<file path="config.mk">
export PLATFORM = sky130hd
export DESIGN_NAME = palette_lookup_arbiter
export DESIGN_NICKNAME = d
export VERILOG_FILES = /design/src/rtl/palette_pkg.sv /design/src/rtl/rr_arbiter.sv /design/src/rtl/palette_lookup_arbiter.sv
export SDC_FILE = /design/constraint.sdc
export NUM_CORES = 1
export LEC_CHECK = 0
export ABC_CLOCK_PERIOD_IN_PS = 3700
export CORE_MARGIN = 3
export CORE_UTILIZATION = 30
export CTS_CLUSTER_DIAMETER = 200
export DETAILED_ROUTE_END_ITERATION = 8
export GPL_TIMING_DRIVEN = 0
export MAX_ROUTING_LAYER = met4
export PLACE_DENSITY_LB_ADDON = 0.12
export SLEW_MARGIN = 20
export SYNTH_ARGS = -nofsm -noshare
export SYNTH_HDL_FRONTEND = slang
export SYNTH_SLANG_ARGS = --single-unit
</file>
<file path="constraint.sdc">
create_clock -name Clk -period 3.7 [get_ports Clk]
set_input_delay 0.74 -clock Clk [delete_from_list [all_inputs] [get_ports Clk]]
set_output_delay 0.74 -clock Clk [all_outputs]
set_load 0.005 [all_outputs]
</file>
<file path="src/rtl/palette_pkg.sv">
// Shared types and defaults for the sprite palette lookup arbiter.
// Holds the RGB struct, the requester-ID type and the parameter defaults.
package palette_pkg;
  localparam int DEF_NUM_REQ = 4;
  localparam int DEF_IDX_W = 9;
  localparam logic [DEF_IDX_W-1:0] DEF_TRANSP_IDX = 9'd0;

  typedef struct packed {
    logic [3:0] red;
    logic [3:0] green;
    logic [3:0] blue;
  } rgb12_t;

  typedef logic [$clog2(DEF_NUM_REQ)-1:0] req_id_t;

  function automatic rgb12_t pack_rgb(input logic [3:0] r, input logic [3:0] g,
                                      input logic [3:0] b);
    pack_rgb = '{red: r, green: g, blue: b};
  endfunction
endpackage

</file>
<file path="src/rtl/rr_arbiter.sv">
// Round-robin arbiter: one-hot grant and encoded ID, searching upward from last_grant+1.
// The pointer moves only when a grant is issued, and every grant is a completed handshake.
module rr_arbiter #(
  parameter int NUM_REQ = 4,
  localparam int ID_W = $clog2(NUM_REQ)
) (
  input  logic               clk,
  input  logic               rst,
  input  logic [NUM_REQ-1:0] req,
  input  logic               en,
  output logic [NUM_REQ-1:0] gnt,
  output logic [ID_W-1:0]    gnt_id,
  output logic               gnt_any
);
  logic [ID_W-1:0] last_grant;

  // Candidate index wraps by subtraction so non-power-of-two NUM_REQ works.
  always_comb begin
    int cand;
    gnt = '0;
    gnt_id = '0;
    gnt_any = 1'b0;
    cand = 0;
    for (int i = 1; i <= NUM_REQ; i++) begin
      cand = int'(last_grant) + i;
      if (cand >= NUM_REQ) cand = cand - NUM_REQ;
      if (en && !gnt_any && req[cand]) begin
        gnt[cand] = 1'b1;
        gnt_id = ID_W'(cand);
        gnt_any = 1'b1;
      end
    end
  end

  always_ff @(posedge clk) begin
    if (rst) last_grant <= ID_W'(NUM_REQ - 1);
    else if (gnt_any) last_grant <= gnt_id;
  end
endmodule

</file>
<file path="src/rtl/palette_lookup_arbiter.sv">
// Shares one combinational sprite palette ROM among NUM_REQ requesters.
// Two-stage pipeline: S1 drives the ROM address, S2 holds the tagged RGB response.
module palette_lookup_arbiter
  import palette_pkg::*;
#(
  parameter int NUM_REQ = DEF_NUM_REQ,
  parameter int IDX_W = DEF_IDX_W,
  parameter logic [IDX_W-1:0] TRANSP_IDX = IDX_W'(DEF_TRANSP_IDX),
  localparam int ID_W = $clog2(NUM_REQ)
) (
  input  logic                          Clk,
  input  logic                          Reset,
  input  logic [NUM_REQ-1:0]            req_valid,
  input  logic [NUM_REQ-1:0][IDX_W-1:0] req_index,
  output logic [NUM_REQ-1:0]            req_ready,
  output logic [IDX_W-1:0]              pal_index,
  input  logic [3:0]                    pal_red,
  input  logic [3:0]                    pal_green,
  input  logic [3:0]                    pal_blue,
  output logic                          rsp_valid,
  input  logic                          rsp_ready,
  output logic [ID_W-1:0]               rsp_id,
  output logic [11:0]                   rsp_rgb,
  output logic                          rsp_transparent
);
  logic               advance;
  logic [NUM_REQ-1:0] gnt;
  logic [ID_W-1:0]    gnt_id;
  logic               gnt_any;

  logic               vld_p1;
  logic [IDX_W-1:0]   idx_p1;
  logic [ID_W-1:0]    id_p1;
  rgb12_t             rgb_p2;

  assign advance   = !rsp_valid || rsp_ready;
  assign req_ready = gnt;
  assign pal_index = idx_p1;
  assign rsp_rgb   = rgb_p2;

  rr_arbiter #(.NUM_REQ(NUM_REQ)) u_arb (
    .clk    (Clk),
    .rst    (Reset),
    .req    (req_valid),
    .en     (advance),
    .gnt    (gnt),
    .gnt_id (gnt_id),
    .gnt_any(gnt_any)
  );

  // S1: granted index and ID; the index only reloads on a grant so the ROM address stays quiet
  always_ff @(posedge Clk) begin
    if (Reset) begin
      vld_p1 <= 1'b0;
      idx_p1 <= '0;
      id_p1  <= '0;
    end else if (advance) begin
      vld_p1 <= gnt_any;
      if (gnt_any) begin
        idx_p1 <= req_index[gnt_id];
        id_p1  <= gnt_id;
      end
    end
  end

  // S2: ROM data captured with ID and colour-key flag
  always_ff @(posedge Clk) begin
    if (Reset) begin
      rsp_valid       <= 1'b0;
      rsp_id          <= '0;
      rgb_p2          <= '0;
      rsp_transparent <= 1'b0;
    end else if (advance) begin
      rsp_valid <= vld_p1;
      if (vld_p1) begin
        rsp_id          <= id_p1;
        rgb_p2          <= pack_rgb(pal_red, pal_green, pal_blue);
        rsp_transparent <= (idx_p1 == TRANSP_IDX);
      end
    end
  end
endmodule

</file>
==> key figures, run 1 <==
Power and ir drop
  – Clock power share: 12.2%
  – Gate power share: 66.5%
  – Switch share: 40.01%
  – Static leakage: 0.001153 uW
  – Switch Pwr: 865.5 uW
  – Maximum VDD drop: 0.3452 mV
  – Pwr per Cell Area: 708.3 nW/um^2
  – Reg power frac: 21.4%
  – Pwr Total: 2163 uW
  – Int Pwr: 1298 uW

Global route
  – Initial antenna violation count: 0
  – GRT overflow: 0
  – Largest net degree at the start of global routing: 11
  – Vias in the first global route: 1958
  – Total GRT Usage: 15.90%
  – Global-route wire length before repair: 9156 um

Synth
  – Number of synthesis warnings: 0
  – Post-synthesis cell type count: 41
  – Cell count after synthesis: 218
  – Area leader, netlist: dfxtp_1
  – Post-synthesis async set-or-reset flop share: 0%
  – Synth area leaders: dfxtp_1 32%, nand2_1 9.1%, a311oi_1 9.0%
  – Synth top area share: 32.39%
  – Top_reg_cell synth: dfxtp_1
  – Synth top cells by count: 45 x nand2_1, 30 x dfxtp_1, 20 x a21oi_1, 19 x a311oi_1, 14 x a21boi_0
  – Syn Area/Cell: 8.506 um^2
  – Yosys reg bits: 30
  – Sequential element share of the synthesized area: 32.39%
  – Most frequent cell after synthesis: nand2_1
  – Post-synth net total: 277
  – EDFF count, synth: 0
  – Synthesized area: 1854 um^2

Clock network
  – Clock tree from TritonCTS: built
  – Bufs on Longest Clock Path: 2
  – Clock tree sinks: 30
  – Root buffer cell: clkbuf_8
  – CTS Buf Count: 5
  – Clock-pin slew on the worst setup and hold paths: 0.06 ns
  – Hold-fix buffers, CTS: 0
  – Later-pin clock latency in the skew report: 0.27 ns
  – Number of H-tree levels: 2

Worst setup path
  – FF-to-FF Start: u_arb.last_grant[0]$_SDFFE_PP1P_
  – Crit Path Max Fanout: 7
  – CP Capture Point: req_ready[0]
  – Crit path from: u_arb.last_grant[0]$_SDFFE_PP1P_
  – Setup crit end kind: primary output
  – Worst Path Required: 2.96 ns
  – Reg2reg setup slack: 0.78 ns
  – Worst endpoint data arrival time: 2.85 ns
  – R2R cell count: 12
  – Startpoint class of the critical path: register
  – FF-to-FF End: pal_index[5]$_SDFFE_PP0P_
  – WS Path Type: register to primary output

Placement
  – Placed cell areas: 2779 um^2
  – GPL Wtd Cong: 0.8965
  – Number of port buffers: 83
  – Final HPWL DP: 4177 um

Final layout
  – Post-layout instance area: 3054 um^2
  – Share of post-route cells with drive strength above 1: 14.06%
  – Inserted Diodes: 0
  – Synth-to-Final Area Change: 64.71%
  – Number of fill cells: 599
  – Reg area: 605.6 um^2
  – Util after Layout: 51.28%
  – Area of the multi-input gates: 1185 um^2
  – Final #Nets: 378

Die
  – Row cnt: 28
  – Die Ht: 84.62 um
  – Die area: 7161 um^2
  – Io pins: 84
  – Die X: 84.62 um
  – Core Box Area: 5956 um^2
  – Starting Density: 31.13%

STA
  – Fin. Hold Viols: 0
  – Setup Skew: 0.003802 ns
  – Worst-Margin Slew: 0.8873 ns
  – Final setup fails: 0
  – Crit share post-route: 97.13%
  – Rel. slew slack: 40.07%
  – Fmax: 0.2783 GHz
  – Tmin final: 3.594 ns
  – Setup_tns: 0 ns
  – Min Hold Slack: 0.4513 ns
  – Pins Over Slew Limit: 0

Outcome
  – Status: finished, final reports clean

Detailed routing
  – Drt first pass iters: 6
  – Drt first-iter violations: 90
  – DRT Wirelength: 5595 um
  – DR vias: 1979
  – Vias per inst: 5.010
  – Avg WL per Cell: 14.16 um
  – DR DRC count: 0
  – Antenna viol nets, final: 0

Flow run
  – Max-cap violations: 0

Min path
  – Min-delay worst type: register to register
==> metrics by stage <==
| stage | instances | worst slack, ns |
|---|---|---|
| 2_1_floorplan | 218 | 0.8889 |
| 3_3_place_gp | 376 | -0.02189 |
| 3_5_place_dp | 376 | -0.05637 |
| 4_1_cts | 386 | -0.0008507 |
| 5_1_grt | 395 | -0.03677 |
| 6_report | 395 | 0.1063 |
==> cell families (layout without fill, tap and decap cells) <==
kind of cell / count (synthesis) / in the layout / synth area share (%)
flops: 30 / 30 / 32.39
mux: 5 / 5 / 4.926
buf+inv: 25 / 127 / 7.489
fa+ha+maj: 4 / 4 / 2.699
compound gates: 80 / 80 / 32.79
simple gates: 74 / 74 / 19.70
==> worst max-delay path, stage by stage (launching register included) <==
cell             delay (ns)
dfxtp_4                0.35
buf_8                  0.11
clkinvlp_4             0.16
ha_4                   0.31
buf_8                  0.12
mux2i_4                0.27
nand3_4                0.13
a211oi_4               0.38
a222oi_1               0.17
nand2_1                0.08
clkdlybuf4s50_1        0.50
==> state kept, by name (all words and copies together), names as in the netlist <==
signal / cells
vld_p1: 1
id_p1: 2
pal_index: 9
rsp_id: 2
rsp_rgb: 12
rsp_valid: 1
rsp_transparent: 1
u_arb.last_grant: 2
==> how the worst min path moves through the flow <==
stage	startpoint	cells past startpoint	to
CTS	id_p1[0]$_SDFFE_PP0P_	2	rsp_id[0]$_SDFFE_PP0P_
detailed placement	id_p1[0]$_SDFFE_PP0P_	2	rsp_id[0]$_SDFFE_PP0P_
global route	id_p1[0]$_SDFFE_PP0P_	2	rsp_id[0]$_SDFFE_PP0P_
global placement	rsp_transparent$_SDFFE_PP0P_	2	rsp_transparent$_SDFFE_PP0P_
finish	id_p1[0]$_SDFFE_PP0P_	2	rsp_id[0]$_SDFFE_PP0P_
floorplan	id_p1[0]$_SDFFE_PP0P_	2	rsp_id[0]$_SDFFE_PP0P_
==> layer usage <==
metal / global-route usage [%] / up-vias / part of all wire (%) / wire [um]
met3: 3.533 / 4 / 6.8 / 382
li1: - / 1021 / - / -
met5: - / - / 0 / 0
met4: 4.029 / 0 / 0.66 / 37
met1: 21.24 / 888 / 48 / 2682
met2: 24.41 / 66 / 45 / 2492
==> layout by cell type, fill, tap and decap left out, types with 8 or more instances in the layout <==
cell and instances:
a21boi_0 14, a21oi_1 20, a311oi_1 19, buf_4 13, clkbuf_1 8, clkdlybuf4s50_1 78
dfxtp_1 28, nand2_1 45, nand3b_1 10, o31ai_1 9
==> layout make-up <==
cell class                 count  area share (%)
multi-input combinational    163           38.80
sequential                    30           19.83
clock buffer                   7           2.827
tap                           75           3.073
buffer                        20           4.383
inverter                       5          0.7374
timing repair buffer          94           30.19
clock inverter                 1          0.1639
==> power groups by stage <==
| stage | clock network [uW] | registers, uW | logic [uW] |
|---|---|---|---|
| after global placement | 0 | 466 | 1210 |
| after global routing | 289 | 473 | 1590 |
| after detailed placement | 0 | 468 | 1220 |
| after floorplan | 0 | 457 | 801 |
| final | 263 | 462 | 1440 |
| after CTS | 272 | 464 | 1290 |
==> repair_timing <==
item,in CTS,in global routing
pin swaps,4,8
gates resized for setup,10,13
setup buffers,2,9
hold endpoints to repair,0,0
endpoints found under the setup margin,4,4
Power figures use the tool's default switching activity.
==> run 2: changes to the inputs <==
--- a/config.mk
+++ b/config.mk
@@ -6,9 +6,8 @@
 export NUM_CORES = 1
 export LEC_CHECK = 0
 export ABC_CLOCK_PERIOD_IN_PS = 3700
-export CORE_MARGIN = 3
 export CORE_UTILIZATION = 30
-export CTS_CLUSTER_DIAMETER = 200
+export CTS_CLUSTER_DIAMETER = 40
 export DETAILED_ROUTE_END_ITERATION = 8
 export GPL_TIMING_DRIVEN = 0
 export MAX_ROUTING_LAYER = met4
==> key figures, run 2 (synthesized netlist as in run 1, its figures left out) <==
Die
  – Die Ht: 80.62 um (-4.7%)
  – Starting Density: 31.13% (unchanged)
  – Die X: 80.62 um (-4.7%)
  – Row cnt: 28 (unchanged)
  – Die area: 6500 um^2 (-9.2%)
  – Io pins: 84 (unchanged)
  – Core Box Area: 5956 um^2 (unchanged)

STA
  – Fin. Hold Viols: 0 (unchanged)
  – Pins Over Slew Limit: 0 (unchanged)
  – Tmin final: 3.572 ns (-0.02146 ns)
  – Worst-Margin Slew: 0.8347 ns (-0.05264 ns)
  – Crit share post-route: 96.55% (-0.58 points)
  – Setup Skew: 0.004301 ns (+0.0004988 ns)
  – Final setup fails: 0 (unchanged)
  – Fmax: 0.2799 GHz (+0.60%)
  – Setup_tns: 0 ns (unchanged)
  – Rel. slew slack: 43.63% (+3.6 points)

Detailed routing
  – Drt first pass iters: 4 (-2)
  – DR vias: 1995 (+0.81%)
  – Vias per inst: 5.063 (+1.1%)
  – Antenna viol nets, final: 0 (unchanged)
  – DRT Wirelength: 5450 um (-2.6%)
  – DR DRC count: 0 (unchanged)
  – Drt first-iter violations: 95 (+5.6%)
  – Avg WL per Cell: 13.83 um (-2.3%)

Clock network
  – Clock tree sinks: 30 (unchanged)
  – Clock-pin slew on the worst setup and hold paths: 0.06 ns (about the same)
  – Bufs on Longest Clock Path: 2 (unchanged)
  – Root buffer cell: clkbuf_8
  – CTS Buf Count: 5 (unchanged)
  – Later-pin clock latency in the skew report: 0.28 ns (about the same)
  – Clock tree from TritonCTS: built
  – Number of H-tree levels: 2 (unchanged)

Worst setup path
  – Crit-path max cell delay: 0.49 ns (about the same)
  – Top Family by Delay on Critical Path: buffers and inverters
  – R2R cell count: 13 (+1)
  – Startpoint class of the critical path: register
  – Worst Path Required: 2.96 ns (about the same)
  – WS Path Type: register to primary output
  – FF-to-FF Start: u_arb.last_grant[0]$_SDFFE_PP1P_
  – Crit Path Max Fanout: 8 (+1)
  – Crit-path cells: buf_6, clkinvlp_4, ha_1, buf_6, mux4_2, nand2b_4, a211oi_4, nand2_1, nand2_1, clkdlybuf4s50_1
  – Setup crit end kind: primary output
  – Reg2reg setup slack: 0.80 ns (+0.02 ns)
  – Worst endpoint data arrival time: 2.83 ns (-0.02 ns)
  – CP bufs+invs: 4 (unchanged)
  – FF-to-FF End: pal_index[3]$_SDFFE_PP0P_
  – Slowest CP cell: clkdlybuf4s50_1

Global route
  – Initial antenna violation count: 0 (unchanged)
  – Largest net degree at the start of global routing: 11 (unchanged)
  – GRT overflow: 0 (unchanged)
  – Total GRT Usage: 17.56% (+1.7 points)
  – Global-route wire length before repair: 8590 um (-6.2%)
  – Vias in the first global route: 1845 (-5.8%)

Power and ir drop
  – Static leakage: 0.001170 uW (+1.5%)
  – Pwr per Cell Area: 736.6 nW/um^2 (+4.0%)
  – Maximum VDD drop: 0.3617 mV (+4.8%)

Min path
  – Worst hold stages: 2 (unchanged)
  – Hold path endpoint: rsp_rgb[7]$_SDFFE_PP0P_
  – Min-delay src: rsp_rgb[7]$_SDFFE_PP0P_
  – Min-delay worst type: register to register

Placement
  – Inst Count DP: 376 (unchanged)
  – GPL Wtd Cong: 0.8595 (-4.1%)
  – Placed cell areas: 2779 um^2 (unchanged)
  – Number of port buffers: 83 (unchanged)
  – Final HPWL DP: 4028 um (-3.6%)

Final layout
  – Reg area: 605.6 um^2 (unchanged)
  – Commonest non-fill, non-tap cell in the layout: clkdlybuf4s50_1
  – Post-layout instance area: 3070 um^2 (+0.53%)
  – Most frequent cells in the layout: 78 x clkdlybuf4s50_1, 45 x nand2_1, 28 x dfxtp_1
  – Number of fill cells: 576 (-3.8%)
  – Largest register FFs: 12 (unchanged)
  – Share of post-route cells with drive strength above 1: 13.79% (-0.27 points)
  – Inserted Diodes: 0 (unchanged)
  – Synth-to-Final Area Change: 65.59%
  – Area of the multi-input gates: 1165 um^2 (-1.7%)
  – Post-route insts no fill: 394 (-0.25%)
  – Final #Nets: 377 (-0.26%)

Flow run
  – Max-cap violations: 0 (unchanged)

Outcome
  – Status: finished, final reports clean
run 2: final cells by class:
class / count / share of cell area (%)
Timing Repair Buffer: 93 / 29.79
Buffer: 20 / 4.116
Multi-Input combinational cell: 163 / 37.94
Inverter: 5 / 0.7335
Clock buffer: 6 / 2.689
Sequential cell: 30 / 19.72
Clock inverter: 2 / 1.956
Tap cell: 75 / 3.056
run 2: metrics by stage:
stage	total power [uW]	worst slack (ns)	hold slack, ns	utilization (%)
after floorplan	1258	0.8889	0.4321	-
after global placement	1673	-0.02318	0.4411	46.66
after detailed placement	1676	-0.04131	0.4473	46.66
final	2262	0.1278	0.4523	51.55
after CTS	2161	0.008914	0.4556	49.94
after global routing	2428	-0.02722	0.4710	51.55
run 2: worst reg2reg max path: cells and delay by family (launching register included):
family,cells,cell delay [ns]
mux,1,0.35
buf+inv,7,1.06
flops,1,0.37
fa+ha+maj,1,0.30
compound gates,4,0.73
run 2: how the worst max path moves through the flow:
stage	from	to	slack, ns	cells after the start
floorplan	u_arb.last_grant[0]$_SDFFE_PP1P_	req_ready[3]	0.89	9
global placement	req_valid[3]	req_ready[0]	-0.02	7
detailed placement	req_valid[3]	req_ready[3]	-0.04	7
CTS	u_arb.last_grant[0]$_SDFFE_PP1P_	req_ready[3]	0.009	10
global route	u_arb.last_grant[0]$_SDFFE_PP1P_	req_ready[0]	-0.03	10
finish	u_arb.last_grant[0]$_SDFFE_PP1P_	req_ready[0]	0.13	10
run 2: per-layer routing:
metal	up-vias	GRT usage [%]	wire length [um]
met5	-	-	0
met4	0	5.179	69
met3	9	4.318	367
met2	78	26.69	2486
met1	896	22.91	2528
li1	1012	-	-
run 2: timing repair:
action,in CTS,in global routing
setup buffers,2,8
gates cloned,0,0
resized for setup,10,9
pin swaps,3,5
hold buffers,0,0
endpoints found under the setup margin,4,4
run 2: report_power, final:
| group | total (uW) | switching [uW] | internal (uW) |
|---|---|---|---|
| logic | 1390 | 671 | 715 |
| registers | 466 | 62.9 | 403 |
| clock network | 410 | 123 | 287 |
| total | 2260 | 857 | 1400 |
==> run 3: changes to the inputs <==
--- a/config.mk
+++ b/config.mk
@@ -5,8 +5,8 @@
 export SDC_FILE = /design/constraint.sdc
 export NUM_CORES = 1
 export LEC_CHECK = 0
-export ABC_CLOCK_PERIOD_IN_PS = 3700
-export CORE_UTILIZATION = 30
+export ABC_CLOCK_PERIOD_IN_PS = 3600
+export CORE_UTILIZATION = 42
 export CTS_CLUSTER_DIAMETER = 40
 export DETAILED_ROUTE_END_ITERATION = 8
 export GPL_TIMING_DRIVEN = 0
==> constraint.sdc (replaced) <==
create_clock -name Clk -period 3.6 [get_ports Clk]
set_input_delay 0.72 -clock Clk [delete_from_list [all_inputs] [get_ports Clk]]
set_output_delay 0.72 -clock Clk [all_outputs]
set_load 0.005 [all_outputs]
==> key figures, run 3 (synthesized netlist as in run 1, its figures left out) <==
Clock network
  – Number of H-tree levels: 2 (unchanged)
  – Clock tree sinks: 30 (unchanged)
  – Later-pin clock latency in the skew report: 0.29 ns (about the same)
  – Bufs on Longest Clock Path: 2 (unchanged)
  – Clock-pin slew on the worst setup and hold paths: 0.07 ns (about the same)
  – Root buffer cell: clkbuf_8
  – Hold-fix buffers, CTS: 0 (unchanged)
  – Clock tree from TritonCTS: built
  – CTS Buf Count: 5 (unchanged)

Flow run
  – Max-cap violations: 0 (unchanged)

Placement
  – GPL Wtd Cong: 0.8830 (+2.7%)
  – Setup WS pre-CTS: -0.09131 ns (-0.05000 ns)
  – Number of port buffers: 83 (unchanged)
  – Final HPWL DP: 3981 um (-1.2%)

Detailed routing
  – DR DRC count: 0 (unchanged)
  – Vias per inst: 5.557 (+9.7%)
  – DRT Wirelength: 5568 um (+2.2%)
  – Antenna viol nets, final: 0 (unchanged)
  – DR vias: 2045 (+2.5%)
  – Avg WL per Cell: 15.13 um (+9.4%)
  – Drt first-iter violations: 132 (+39%)
  – Drt first pass iters: 5 (+1)

Worst setup path
  – Worst endpoint data arrival time: 2.80 ns (-0.03 ns)
  – WS Path Type: register to primary output
  – Crit Path Max Fanout: 8 (unchanged)
  – Crit-path max cell delay: 0.49 ns (about the same)
  – Worst Path Required: 2.88 ns (-0.08 ns)
  – Startpoint class of the critical path: register
  – Top Family by Delay on Critical Path: buffers and inverters
  – CP bufs+invs: 3 (-1)
  – Crit-path cells: inv_1, ha_1, buf_6, mux2i_4, nand3_4, a211oi_4, a222oi_1, nand2_1, clkdlybuf4s50_1
  – Slowest CP cell: clkdlybuf4s50_1
  – Setup crit end kind: primary output

STA
  – Setup Skew: 0.009335 ns (+0.005034 ns)
  – Final setup fails: 0 (unchanged)
  – Final setup margin: 0.08344 ns (-0.04435 ns)
  – Worst-Margin Slew: 0.8629 ns (+0.02824 ns)
  – Fmax: 0.2844 GHz
  – Fin. Hold Viols: 0 (unchanged)
  – Rel. slew slack: 41.72% (-1.9 points)
  – Pins Over Slew Limit: 0 (unchanged)
  – Min Hold Slack: 0.4522 ns (-0.00009500 ns)
  – Tmin final: 3.517 ns
  – Crit share post-route: 97.68%

Power and ir drop
  – Maximum VDD drop: 0.3552 mV (-1.8%)
  – Static leakage: 0.001154 uW (-1.4%)
  – Pwr per Cell Area: 744.7 nW/um^2 (+1.1%)

Final layout
  – Final #Nets: 376 (-0.27%)
  – Commonest non-fill, non-tap cell in the layout: clkdlybuf4s50_1
  – Largest register FFs: 12 (unchanged)
  – Inserted Diodes: 0 (unchanged)
  – Most frequent cells in the layout: 77 x clkdlybuf4s50_1, 45 x nand2_1, 28 x dfxtp_1
  – Synth-to-Final Area Change: 62.28%
  – Util after Layout: 73.12% (+22 points)
  – Share of post-route cells with drive strength above 1: 13.84% (+0.043 points)

Global route
  – Global-route wire length before repair: 8493 um (-1.1%)
  – Initial antenna violation count: 0 (unchanged)
  – Total GRT Usage: 25.29% (+7.7 points)
  – Vias in the first global route: 1887 (+2.3%)
  – Largest net degree at the start of global routing: 11 (unchanged)
  – GRT overflow: 0 (unchanged)

Die
  – Io pins: 84 (unchanged)
  – Core Box Area: 4115 um^2 (-31%)
  – Die area: 4685 um^2 (-28%)
  – Die Ht: 68.45 um (-15%)
  – Row cnt: 23 (-18%)
  – Die X: 68.45 um (-15%)
  – Starting Density: 45.06% (+14 points)

Min path
  – Min-delay worst type: register to register

Outcome
  – Status: finished, final reports clean
==> run 3: what timing repair did <==
action,4_1_cts,5_1_grt
gates resized for setup,16,7
pin swaps,4,5
setup buffers,5,4
endpoints found under the setup margin,4,4
==> run 3: per-layer routing <==
layer  share of wire, %  wire length [um]  GRT usage (%)
met5                  0                 0              -
met3                5.4               302          5.833
met1                 46              2540          31.45
met2                 48              2659          40.81
met4                1.2                65          6.771
==> run 3: worst min-delay path, cell delays in order (launching register included) <==
cell and delay (ns):
dfxtp_1 0.30, nand2_1 0.05, a21oi_1 0.05
==> run 3: final cells by class <==
cell class                 count  area, um^2
multi-input combinational    163        1176
fill                         343        1106
timing repair buffer          92       902.1
sequential                    30       605.6
buffer                        20       130.1
clock buffer                   8       110.1
tap                           50       62.56
inverter                       5       22.52
==> run 3: final timing paths <==
| path | start | to | slack (ns) | cells after the start |
|---|---|---|---|---|
| setup / recovery | u_arb.last_grant[1]$_SDFFE_PP1P_ | req_ready[0] | 0.08 | 9 |
| hold / removal | rsp_id[0]$_SDFFE_PP0P_ | rsp_id[0]$_SDFFE_PP0P_ | 0.45 | 2 |
| setup reg to reg | u_arb.last_grant[1]$_SDFFE_PP1P_ | pal_index[2]$_SDFFE_PP0P_ | 0.65 | 12 |
| hold reg to reg | rsp_id[0]$_SDFFE_PP0P_ | rsp_id[0]$_SDFFE_PP0P_ | 0.45 | 2 |
==> run 3: power by group <==
group / switching [uW] / internal [uW]
clock: 123 / 193
combinational: 718 / 726
sequential: 66.8 / 414
==> run 3: through the flow <==
step / instances / setup TNS (ns) / power (uW) / instance area, um^2
after floorplan: 218 / 0 / 1293 / 1854
after global placement: 351 / -0.1408 / 1700 / 2748
after detailed placement: 351 / -0.3144 / 1724 / 2748
after CTS: 364 / 0 / 2167 / 2960
after global routing: 368 / -0.05467 / 2388 / 3009
final: 368 / 0 / 2241 / 3009
